## src/rtl/mem_bist_16x4.sv

```systemverilog
// March C- BIST sequencer for a 16x4 dual-port SRAM wrapper.
// Writes go through port 0 and reads through READ_PORT. The first miscompare is captured.
module mem_bist_16x4 #(
  parameter int READ_PORT = 0,
  parameter int RD_LAT    = 1
) (
  input  logic       CLK,
  input  logic       RSTN,
  input  logic       START,
  output logic       BUSY,
  output logic       DONE,
  output logic       FAIL,
  output logic [3:0] FAIL_ADDR,
  output logic [2:0] FAIL_ELEM,
  output logic [3:0] FAIL_BITS,
  output logic [3:0] A0,
  output logic [3:0] D0,
  output logic [3:0] WEM0,
  output logic [3:0] WEM1,
  output logic       WE0,
  output logic       CE0,
  input  logic [3:0] Q0,
  input  logic [3:0] Q1,
  output logic [3:0] A1,
  output logic [3:0] D1,
  output logic       WE1,
  output logic       CE1
);

  typedef enum logic [1:0] {S_IDLE, S_RUN, S_DRAIN, S_DONE} state_t;

  typedef struct packed {
    logic       v;
    logic       last;
    logic [3:0] exp;
    logic [3:0] addr;
    logic [2:0] elem;
  } cmp_t;

  state_t     state_q, state_d;
  logic [2:0] elem_q, elem_d;
  logic [3:0] addr_q, addr_d;
  logic       phase_q, phase_d;
  logic       busy_q, busy_d, done_q, done_d;
  logic       fail_q, fail_d;
  logic [3:0] fail_addr_q, fail_addr_d, fail_bits_q, fail_bits_d;
  logic [2:0] fail_elem_q, fail_elem_d;
  logic [3:0] a0_q, a0_d, a1_q, a1_d, d0_q, d0_d;
  logic       ce0_q, ce0_d, we0_q, we0_d, ce1_q, ce1_d;
  logic       start_ok, two_op;
  logic [3:0] acc_addr, q_rd, miss;
  cmp_t       pipe_q [RD_LAT];
  cmp_t       pipe_in, cmp_s;

  function automatic logic is_rd(input logic [2:0] e, input logic p);
    return (e == 3'd5) || ((e != 3'd0) && !p);
  endfunction

  // E3/E4 walk downward; the counter always counts up and is inverted here.
  function automatic logic [3:0] phys(input logic [2:0] e, input logic [3:0] a);
    return ((e == 3'd3) || (e == 3'd4)) ? ~a : a;
  endfunction

  function automatic logic [3:0] rd_bg(input logic [2:0] e);
    return ((e == 3'd2) || (e == 3'd4)) ? 4'hF : 4'h0;
  endfunction

  function automatic logic [3:0] wr_bg(input logic [2:0] e);
    return ((e == 3'd1) || (e == 3'd3)) ? 4'hF : 4'h0;
  endfunction

  assign start_ok = START && ((state_q == S_IDLE) || (state_q == S_DONE));
  assign two_op   = (elem_q != 3'd0) && (elem_q != 3'd5);
  assign q_rd     = (READ_PORT == 1) ? Q1 : Q0;
  assign cmp_s    = pipe_q[RD_LAT-1];
  assign miss     = cmp_s.exp ^ q_rd;

  always_comb begin
    pipe_in      = '0;
    pipe_in.v    = (state_q == S_RUN) && is_rd(elem_q, phase_q);
    pipe_in.last = (elem_q == 3'd5) && (addr_q == 4'd15);
    pipe_in.exp  = rd_bg(elem_q);
    pipe_in.addr = phys(elem_q, addr_q);
    pipe_in.elem = elem_q;
  end

  always_ff @(posedge CLK or negedge RSTN) begin
    if (!RSTN) begin
      state_q     <= S_IDLE;
      elem_q      <= '0;
      addr_q      <= '0;
      phase_q     <= 1'b0;
      busy_q      <= 1'b0;
      done_q      <= 1'b0;
      fail_q      <= 1'b0;
      fail_addr_q <= '0;
      fail_elem_q <= '0;
      fail_bits_q <= '0;
      a0_q        <= '0;
      a1_q        <= '0;
      d0_q        <= '0;
      ce0_q       <= 1'b0;
      we0_q       <= 1'b0;
      ce1_q       <= 1'b0;
      for (int i = 0; i < RD_LAT; i++) pipe_q[i] <= '0;
    end else begin
      state_q     <= state_d;
      elem_q      <= elem_d;
      addr_q      <= addr_d;
      phase_q     <= phase_d;
      busy_q      <= busy_d;
      done_q      <= done_d;
      fail_q      <= fail_d;
      fail_addr_q <= fail_addr_d;
      fail_elem_q <= fail_elem_d;
      fail_bits_q <= fail_bits_d;
      a0_q        <= a0_d;
      a1_q        <= a1_d;
      d0_q        <= d0_d;
      ce0_q       <= ce0_d;
      we0_q       <= we0_d;
      ce1_q       <= ce1_d;
      pipe_q[0]   <= pipe_in;
      for (int i = 1; i < RD_LAT; i++) pipe_q[i] <= pipe_q[i-1];
    end
  end

  always_comb begin
    state_d = state_q;
    elem_d  = elem_q;
    addr_d  = addr_q;
    phase_d = phase_q;
    case (state_q)
      S_IDLE, S_DONE: begin
        if (START) begin
          state_d = S_RUN;
          elem_d  = '0;
          addr_d  = '0;
          phase_d = 1'b0;
        end
      end
      S_RUN: begin
        if (two_op && !phase_q) begin
          phase_d = 1'b1;
        end else begin
          phase_d = 1'b0;
          addr_d  = addr_q + 4'd1;
          if (addr_q == 4'd15) begin
            if (elem_q == 3'd5) state_d = S_DRAIN;
            else                elem_d  = elem_q + 3'd1;
          end
        end
      end
      S_DRAIN: begin
        if (cmp_s.v && cmp_s.last) state_d = S_DONE;
      end
      default: state_d = S_IDLE;
    endcase
  end

  // Bus outputs are registered from the next counter values, so they line up with elem_q/addr_q.
  always_comb begin
    busy_d      = (state_d == S_RUN) || (state_d == S_DRAIN);
    done_d      = (state_d == S_DONE);
    ce0_d       = 1'b0;
    we0_d       = 1'b0;
    ce1_d       = 1'b0;
    a0_d        = a0_q;
    a1_d        = a1_q;
    d0_d        = d0_q;
    acc_addr    = phys(elem_d, addr_d);
    fail_d      = fail_q;
    fail_addr_d = fail_addr_q;
    fail_elem_d = fail_elem_q;
    fail_bits_d = fail_bits_q;
    if (state_d == S_RUN) begin
      if (!is_rd(elem_d, phase_d)) begin
        ce0_d = 1'b1;
        we0_d = 1'b1;
        a0_d  = acc_addr;
        d0_d  = wr_bg(elem_d);
      end else if (READ_PORT == 1) begin
        ce1_d = 1'b1;
        a1_d  = acc_addr;
      end else begin
        ce0_d = 1'b1;
        a0_d  = acc_addr;
      end
    end
    if (start_ok) begin
      fail_d      = 1'b0;
      fail_addr_d = '0;
      fail_elem_d = '0;
      fail_bits_d = '0;
    end else if (cmp_s.v && (miss != 4'h0) && !fail_q) begin
      fail_d      = 1'b1;
      fail_addr_d = cmp_s.addr;
      fail_elem_d = cmp_s.elem;
      fail_bits_d = miss;
    end
  end

  assign BUSY      = busy_q;
  assign DONE      = done_q;
  assign FAIL      = fail_q;
  assign FAIL_ADDR = fail_addr_q;
  assign FAIL_ELEM = fail_elem_q;
  assign FAIL_BITS = fail_bits_q;
  assign A0        = a0_q;
  assign D0        = d0_q;
  assign WE0       = we0_q;
  assign CE0       = ce0_q;
  assign A1        = a1_q;
  assign CE1       = ce1_q;
  assign D1        = 4'h0;
  assign WE1       = 1'b0;
  assign WEM0      = 4'hF;
  assign WEM1      = 4'hF;

endmodule

```

## config.mk

```make
export PLATFORM = sky130hd
export DESIGN_NAME = mem_bist_16x4
export DESIGN_NICKNAME = d
export VERILOG_FILES = /design/src/rtl/mem_bist_16x4.sv
export SDC_FILE = /design/constraint.sdc
export NUM_CORES = 1
export LEC_CHECK = 0
export BUFFER_PORTS_ARGS = -buffer_cell sky130_fd_sc_hd__buf_4
export CORE_ASPECT_RATIO = 2
export CORE_MARGIN = 1.5
export CORE_UTILIZATION = 40
export DETAILED_ROUTE_END_ITERATION = 10
export PLACE_DENSITY = 0.68
export SLEW_MARGIN = 0
export SYNTH_ARGS = -nofsm -noshare
export SYNTH_HDL_FRONTEND = slang
export SYNTH_SLANG_ARGS = --single-unit
```

## constraint.sdc

```tcl
create_clock -name CLK -period 3 [get_ports CLK]
set_input_delay 0.6 -clock CLK [delete_from_list [all_inputs] [get_ports CLK]]
set_output_delay 0.6 -clock CLK [all_outputs]
set_load 0.01 [all_outputs]
```

==> flow_metrics.tcl, run 1 <==
set metrics [dict create \
    status "finished, final reports clean" \
    layout_commonest_cell "dfrtp_1" \
    postCtsSetupRepairBufs 0 \
    die_area_um2 5957 \
    finalCritPeriodShare 0.8888 \
    clk_latency_ns 0.29 \
    slowest_stage "or3_1" \
    hold_viol_final 0 \
    cts_sinks 41 \
    skew_ns 0.006332 \
    cts_root_buffer "clkbuf_8" \
    ir_drop_v 0.0002751 \
    combinationalPowerShare 0.051 \
    final_cell_area_um2 2449 \
    leakagePower_nw 1.187 \
    p_sw_mw 0.2043 \
    slew_viol_final 0 \
    rsz0062_at_grt "no" \
    synth_area_um2 2191 \
    fin_nets 258 \
    cts_buffer_depth 2 \
    yosysUniqueCellTypes 47 \
    yosysSeqAreaShare 0.4683 \
    crit_path_end_kind "flip-flop" \
    crit_arrival_ns 2.84 \
    post_cts_resized 0 \
    first_pass_iters 4 \
    yosys_warnings 0 \
    htree_levels 2 \
    cp-start-kind "flip-flop" \
    power_density_nw_per_um2 393.0 \
    drt_iter0_drc 51 \
    cp_num_buf_inv 1 \
    ys_async_sr_fraction 1.000 \
    synth-seq-cells 41 \
    die_width_um 55.33 \
    diodes 0 \
    fp-row-count 38 \
    grt_max_degree 42 \
    chipHeight_um 107.7 \
    min_period_ns 2.666 \
    io_pins 53 \
    required_ns 3.17 \
    routed_wl_um 3956 \
    gp_congestion 0.7880 \
    drc 0 \
    crit_family "compound AO/OA/AOI/OAI gates" \
    p_int_mw 0.7581 \
    area_growth_pct 11.76 \
    grt_first_pass_wirelength_um 6637 \
    vias 1506 \
    cts_made_buffers 5 \
    p_clk_frac 0.366 \
    setup-tns-final_ns 0 \
    core_um2 5373 \
    mostFrequentLayoutCells "dfrtp_1, buf_4, nor2_1, conb_1, inv_1" \
    swShare 0.2122 \
    nFillCells 547 \
    seqPwrFrac 0.583 \
    synth_edf_count 0 \
    grt_remaining_overflow 0 \
    hpwl_um 3050 \
    initial_core_util 0.4078 \
    cts_tree "done" \
    worstSetupPathType "reg -> reg" \
    drive_gt1_frac 0.2185 \
    syn_avg_cell_area_um2 10.33 \
    netlist_instances 212 \
    path_cells "inv_1, ha_1, a21o_1, a221o_2, or3_1, and4b_1, a221o_1" \
    wl_per_cell_um 13.28 \
    cap_violations 0 \
    max_freq_ghz 0.3750 \
    place_area_um2 2362 \
    synth_ff_type "dfrtp_1" \
    path_clk_slew_ns 0.07 \
    grt_pass1_vias 1420 \
    avgViaCountPerCell 5.054 \
    grt_usage 0.1451 \
    port_buffers 30 \
    final_antenna_net_count 0 \
    finalNonFillerCells 298 \
    postCtsHoldBufs 0 \
    antenna_found_initial 0 \
    tightestPinTransition_ns 1.148 \
    hold_class "in -> async" \
    placed_cells 291 \
    setup_viol 0 \
    slew_headroom 0.2317 \
    max_stage_delay_ns 0.50 \
    crit_fanout 8 \
]
-- registers in the layout, indices dropped and copies added (netlist names), 2 cells and up --
signal	flops
elem_q	3
FAIL_ADDR	4
cmp_s	10
FAIL_BITS	4
FAIL_ELEM	3
state_q	2
addr_q	4
A0	4
-- per-stage QoR --
step           utilization  setup slack, ns  total power [mW]  hold slack (ns)
2_1_floorplan            -           0.5670            0.6108           0.3044
3_3_place_gp        0.4397           0.4115            0.6218           0.4718
3_5_place_dp        0.4397           0.3659            0.6224           0.4700
4_1_cts             0.4558           0.3370            0.9756           0.2885
5_1_grt             0.4558          0.05491            0.9998           0.3146
6_report            0.4558           0.3336            0.9624           0.2737
-- metal layers --
layer	global-route usage	routed length (um)	part of all wire
met5	0	0	0
met4	0.08362	127	0.032
met3	0.02885	170	0.043
met2	0.2874	2303	0.58
met1	0.1295	1356	0.34
-- cell usage after synthesis (2+ instances only) --
cell        n  area (um^2)
a2111oi_0   2        17.52
a211oi_1    4        30.03
a21o_1      4        30.03
a21o_2      3        26.28
a21oi_1     3        15.01
a221o_2     2        22.52
a31oi_1     3        18.77
and2_1      3        18.77
and3_1      2        12.51
buf_4      21        157.7
buf_6       2        22.52
clkbuf_1    5        18.77
conb_1      2        7.510
dfrtp_1    41         1026
ha_1        9        112.6
inv_1      16        60.06
mux2_2      4        45.04
mux2i_1     9        90.09
nand2_1     3        11.26
nand3_1     5        25.02
nor2_1     24        90.09
nor2b_1     2        12.51
nor3_1      3        15.01
o21ai_0     9        45.04
or3_1       2        12.51
xnor2_1     8        70.07
-- power groups by stage --
stage	registers (mW)	clock network [mW]	logic [mW]
2_1_floorplan	0.575	0	0.0363
3_3_place_gp	0.572	0	0.0502
3_5_place_dp	0.572	0	0.0504
4_1_cts	0.561	0.364	0.0504
5_1_grt	0.562	0.382	0.0558
6_report	0.561	0.352	0.0494
-- path summary, 6_finish.rpt --
path                       depth (start not counted)  slack (ns)                  end                  from
hold / removal                                     1        0.27  elem_q[1]$_DFF_PN0_                  RSTN
setup / recovery                                   7        0.33    A0[0]$_DFFE_PN0P_  state_q[0]$_DFF_PN0_
hold reg to reg                                    0        0.49   cmp_s[1]$_DFF_PN0_   elem_q[1]$_DFF_PN0_
min in group CLK                                   0        0.49   cmp_s[1]$_DFF_PN0_   elem_q[1]$_DFF_PN0_
max in group asynchronous                          1        2.37  cmp_s[12]$_DFF_PN0_                  RSTN
setup reg to reg                                   7        0.33    A0[0]$_DFFE_PN0P_  state_q[0]$_DFF_PN0_
-- final cells by class --
| type | instances | area [um^2] | share of cell area |
|---|---|---|---|
| repair buffers | 32 | 240.2 | 0.09811 |
| flip-flops and latches | 41 | 1026 | 0.4190 |
| inverters | 16 | 60.06 | 0.02453 |
| multi-input cells | 142 | 960.9 | 0.3924 |
| well taps | 60 | 75.07 | 0.03066 |
| clock buffers | 7 | 86.33 | 0.03526 |
-- cell families after synthesis --
| family | count (synthesis) | share of synthesized area |
|---|---|---|
| xor+xnor | 8 | 0.03198 |
| compound gates | 41 | 0.1405 |
| buf+inv | 45 | 0.1205 |
| flops | 41 | 0.4683 |
| simple gates | 53 | 0.1222 |
| fa+ha+maj | 9 | 0.05140 |
| mux | 13 | 0.06168 |
| other cells | 2 | 0.003428 |
Note: power is estimated with default switching activity, not from simulation.
==> run 2, diff against run 1 <==
CORE_UTILIZATION = 33   (was 40)
PLACE_DENSITY = 0.59   (was 0.68)
==> run 2 against run 1 <==
- core utilization decreased by 5.3 points
- combinational power barely moved
- first-iteration DRC count shrank 37%
- global-route usage is 1.7 points lower
- setup slack worse by 0.0054 ns
- clock power up 50%
- maximum frequency down 0.20%
- clock skew down 0.00075 ns
- critical path depth is 1 higher
- routed wire length grew 6.4%
- power rose by 18%
- critical endpoint unchanged
- largest power group unchanged
==> flow_metrics.tcl, run 2 (synthesized netlist as in run 1, its figures left out) <==
set metrics [dict create \
    status "finished, final reports clean" \
    cts_buffer_depth 2 \
    die_area_um2 7167 \
    cp-start-kind "flip-flop" \
    fp-row-count 41 \
    max_freq_ghz 0.3743 \
    drc 0 \
    cts_root_buffer "clkbuf_16" \
    avgViaCountPerCell 4.670 \
    seq_area_um2 1026 \
    max_stage_delay_ns 0.50 \
    diodes 0 \
    initial_core_util 0.3444 \
    crit_family "simple AND/OR/NAND/NOR gates" \
    crit_arrival_ns 2.83 \
    grt_max_degree 42 \
    mostFrequentLayoutCells "dfrtp_1, buf_4, nor2_1, conb_1, inv_1" \
    antenna_found_initial 0 \
    fin_nets 261 \
    hold_viol_final 0 \
    largest_reg_flops 10 \
    clk_latency_ns 0.28 \
    setup_viol 0 \
    path_clk_slew_ns 0.06 \
    layout_commonest_cell "dfrtp_1" \
    required_ns 3.16 \
    slew_viol_final 0 \
    cts_made_buffers 5 \
    fin_util 0.4024 \
    finalNonFillerCells 327 \
    cts_sinks 41 \
    htree_levels 2 \
    postCtsSetupRepairBufs 0 \
    final_antenna_net_count 0 \
    tightestPinTransition_ns 0.6506 \
    routed_wl_um 4211 \
    hold_class "in -> async" \
    cts_tree "done" \
    grt_first_pass_wirelength_um 6920 \
    reg2reg_setup_slack_ns 0.33 \
    area_growth_pct 16.85 \
    postCtsHoldBufs 0 \
    path_cells "inv_1, ha_1, nand2b_2, a21o_1, a221o_2, or3_1, and4b_1, a221o_1" \
    reg2reg_from "elem_q[1]$_DFF_PN0_" \
    port_buffers 30 \
    rr_endpoint "A0[0]$_DFFE_PN0P_" \
    slowest_stage "or3_1" \
    post_cts_resized 0 \
    slew_headroom 0.5663 \
    min_period_ns 2.672 \
    hpwl_um 3182 \
    finalCritPeriodShare 0.8906 \
    placed_cells 320 \
    drive_gt1_frac 0.2282 \
    worstSetupPathType "reg -> reg" \
    grt_remaining_overflow 0 \
    nFillCells 656 \
    hold_slack_ns 0.2858 \
    wl_per_cell_um 12.88 \
    crit_fanout 8 \
    ir_drop_v 0.0001848 \
    cp_num_buf_inv 1 \
    vias 1527 \
    grt_pass1_vias 1466 \
    multi_input_area_um2 960.9 \
    setup-tns-final_ns 0 \
    crit_path_end_kind "flip-flop" \
    total_power_mw 1.139 \
    first_pass_iters 4 \
    leakagePower_nw 1.226 \
    die_width_um 60.62 \
    chipHeight_um 118.2 \
    skew_ns 0.005580 \
    r2r_cells 8 \
    cap_violations 0 \
    core_um2 6361 \
    io_pins 53 \
    gp_congestion 0.8968 \
    grt_usage 0.1286 \
    rsz0062_at_grt "no" \
    power_density_nw_per_um2 444.9 \
    drt_iter0_drc 32 \
]
run 2: cell types whose count changed in the layout (fill, tap and decap cells not counted):
cell,delta
clkbuf_16,+5
buf_4,+3
clkbuf_8,-5
run 2: layout make-up:
cell class / instances / area share
clock buffer: 7 / 0.05572
inverter: 16 / 0.02346
multi-input combinational: 142 / 0.3754
sequential: 41 / 0.4008
tap: 86 / 0.04203
timing repair buffer: 35 / 0.1026
run 2: worst max path at each step:
stage	from	end	slack, ns	depth (start not counted)
after detailed placement	state_q[0]$_DFF_PN0_	A0[0]$_DFFE_PN0P_	0.34	7
final	elem_q[1]$_DFF_PN0_	A0[0]$_DFFE_PN0P_	0.33	8
after floorplan	state_q[0]$_DFF_PN0_	A0[0]$_DFFE_PN0P_	0.57	8
after CTS	elem_q[1]$_DFF_PN0_	A0[0]$_DFFE_PN0P_	0.32	8
after global placement	state_q[0]$_DFF_PN0_	A0[0]$_DFFE_PN0P_	0.38	7
after global routing	elem_q[0]$_DFF_PN0_	A0[0]$_DFFE_PN0P_	0.17	8
run 2: routing by layer:
layer / up-vias / wire [um] / global-route usage / share of wire
li1: 743 / - / - / -
met1: 719 / 1481 / 0.1339 / 0.35
met2: 50 / 2378 / 0.2177 / 0.56
met3: 15 / 164 / 0.02298 / 0.039
met4: 0 / 187 / 0.08967 / 0.044
met5: - / 0 / 0 / 0
run 2: power breakdown:
| group | switching [mW] | internal, mW | total, mW |
|---|---|---|---|
| Clock | 0.202 | 0.327 | 0.528 |
| Combinational | 0.0316 | 0.0177 | 0.0493 |
| Sequential | 0.00262 | 0.559 | 0.561 |
| Total | 0.236 | 0.903 | 1.14 |
run 2: through the flow:
stage | area [um^2] | setup slack (ns)
final | 2560 | 0.3281
after global routing | 2560 | 0.1739
after CTS | 2560 | 0.3193
after detailed placement | 2417 | 0.3407
after global placement | 2417 | 0.3842
after floorplan | 2251 | 0.5670
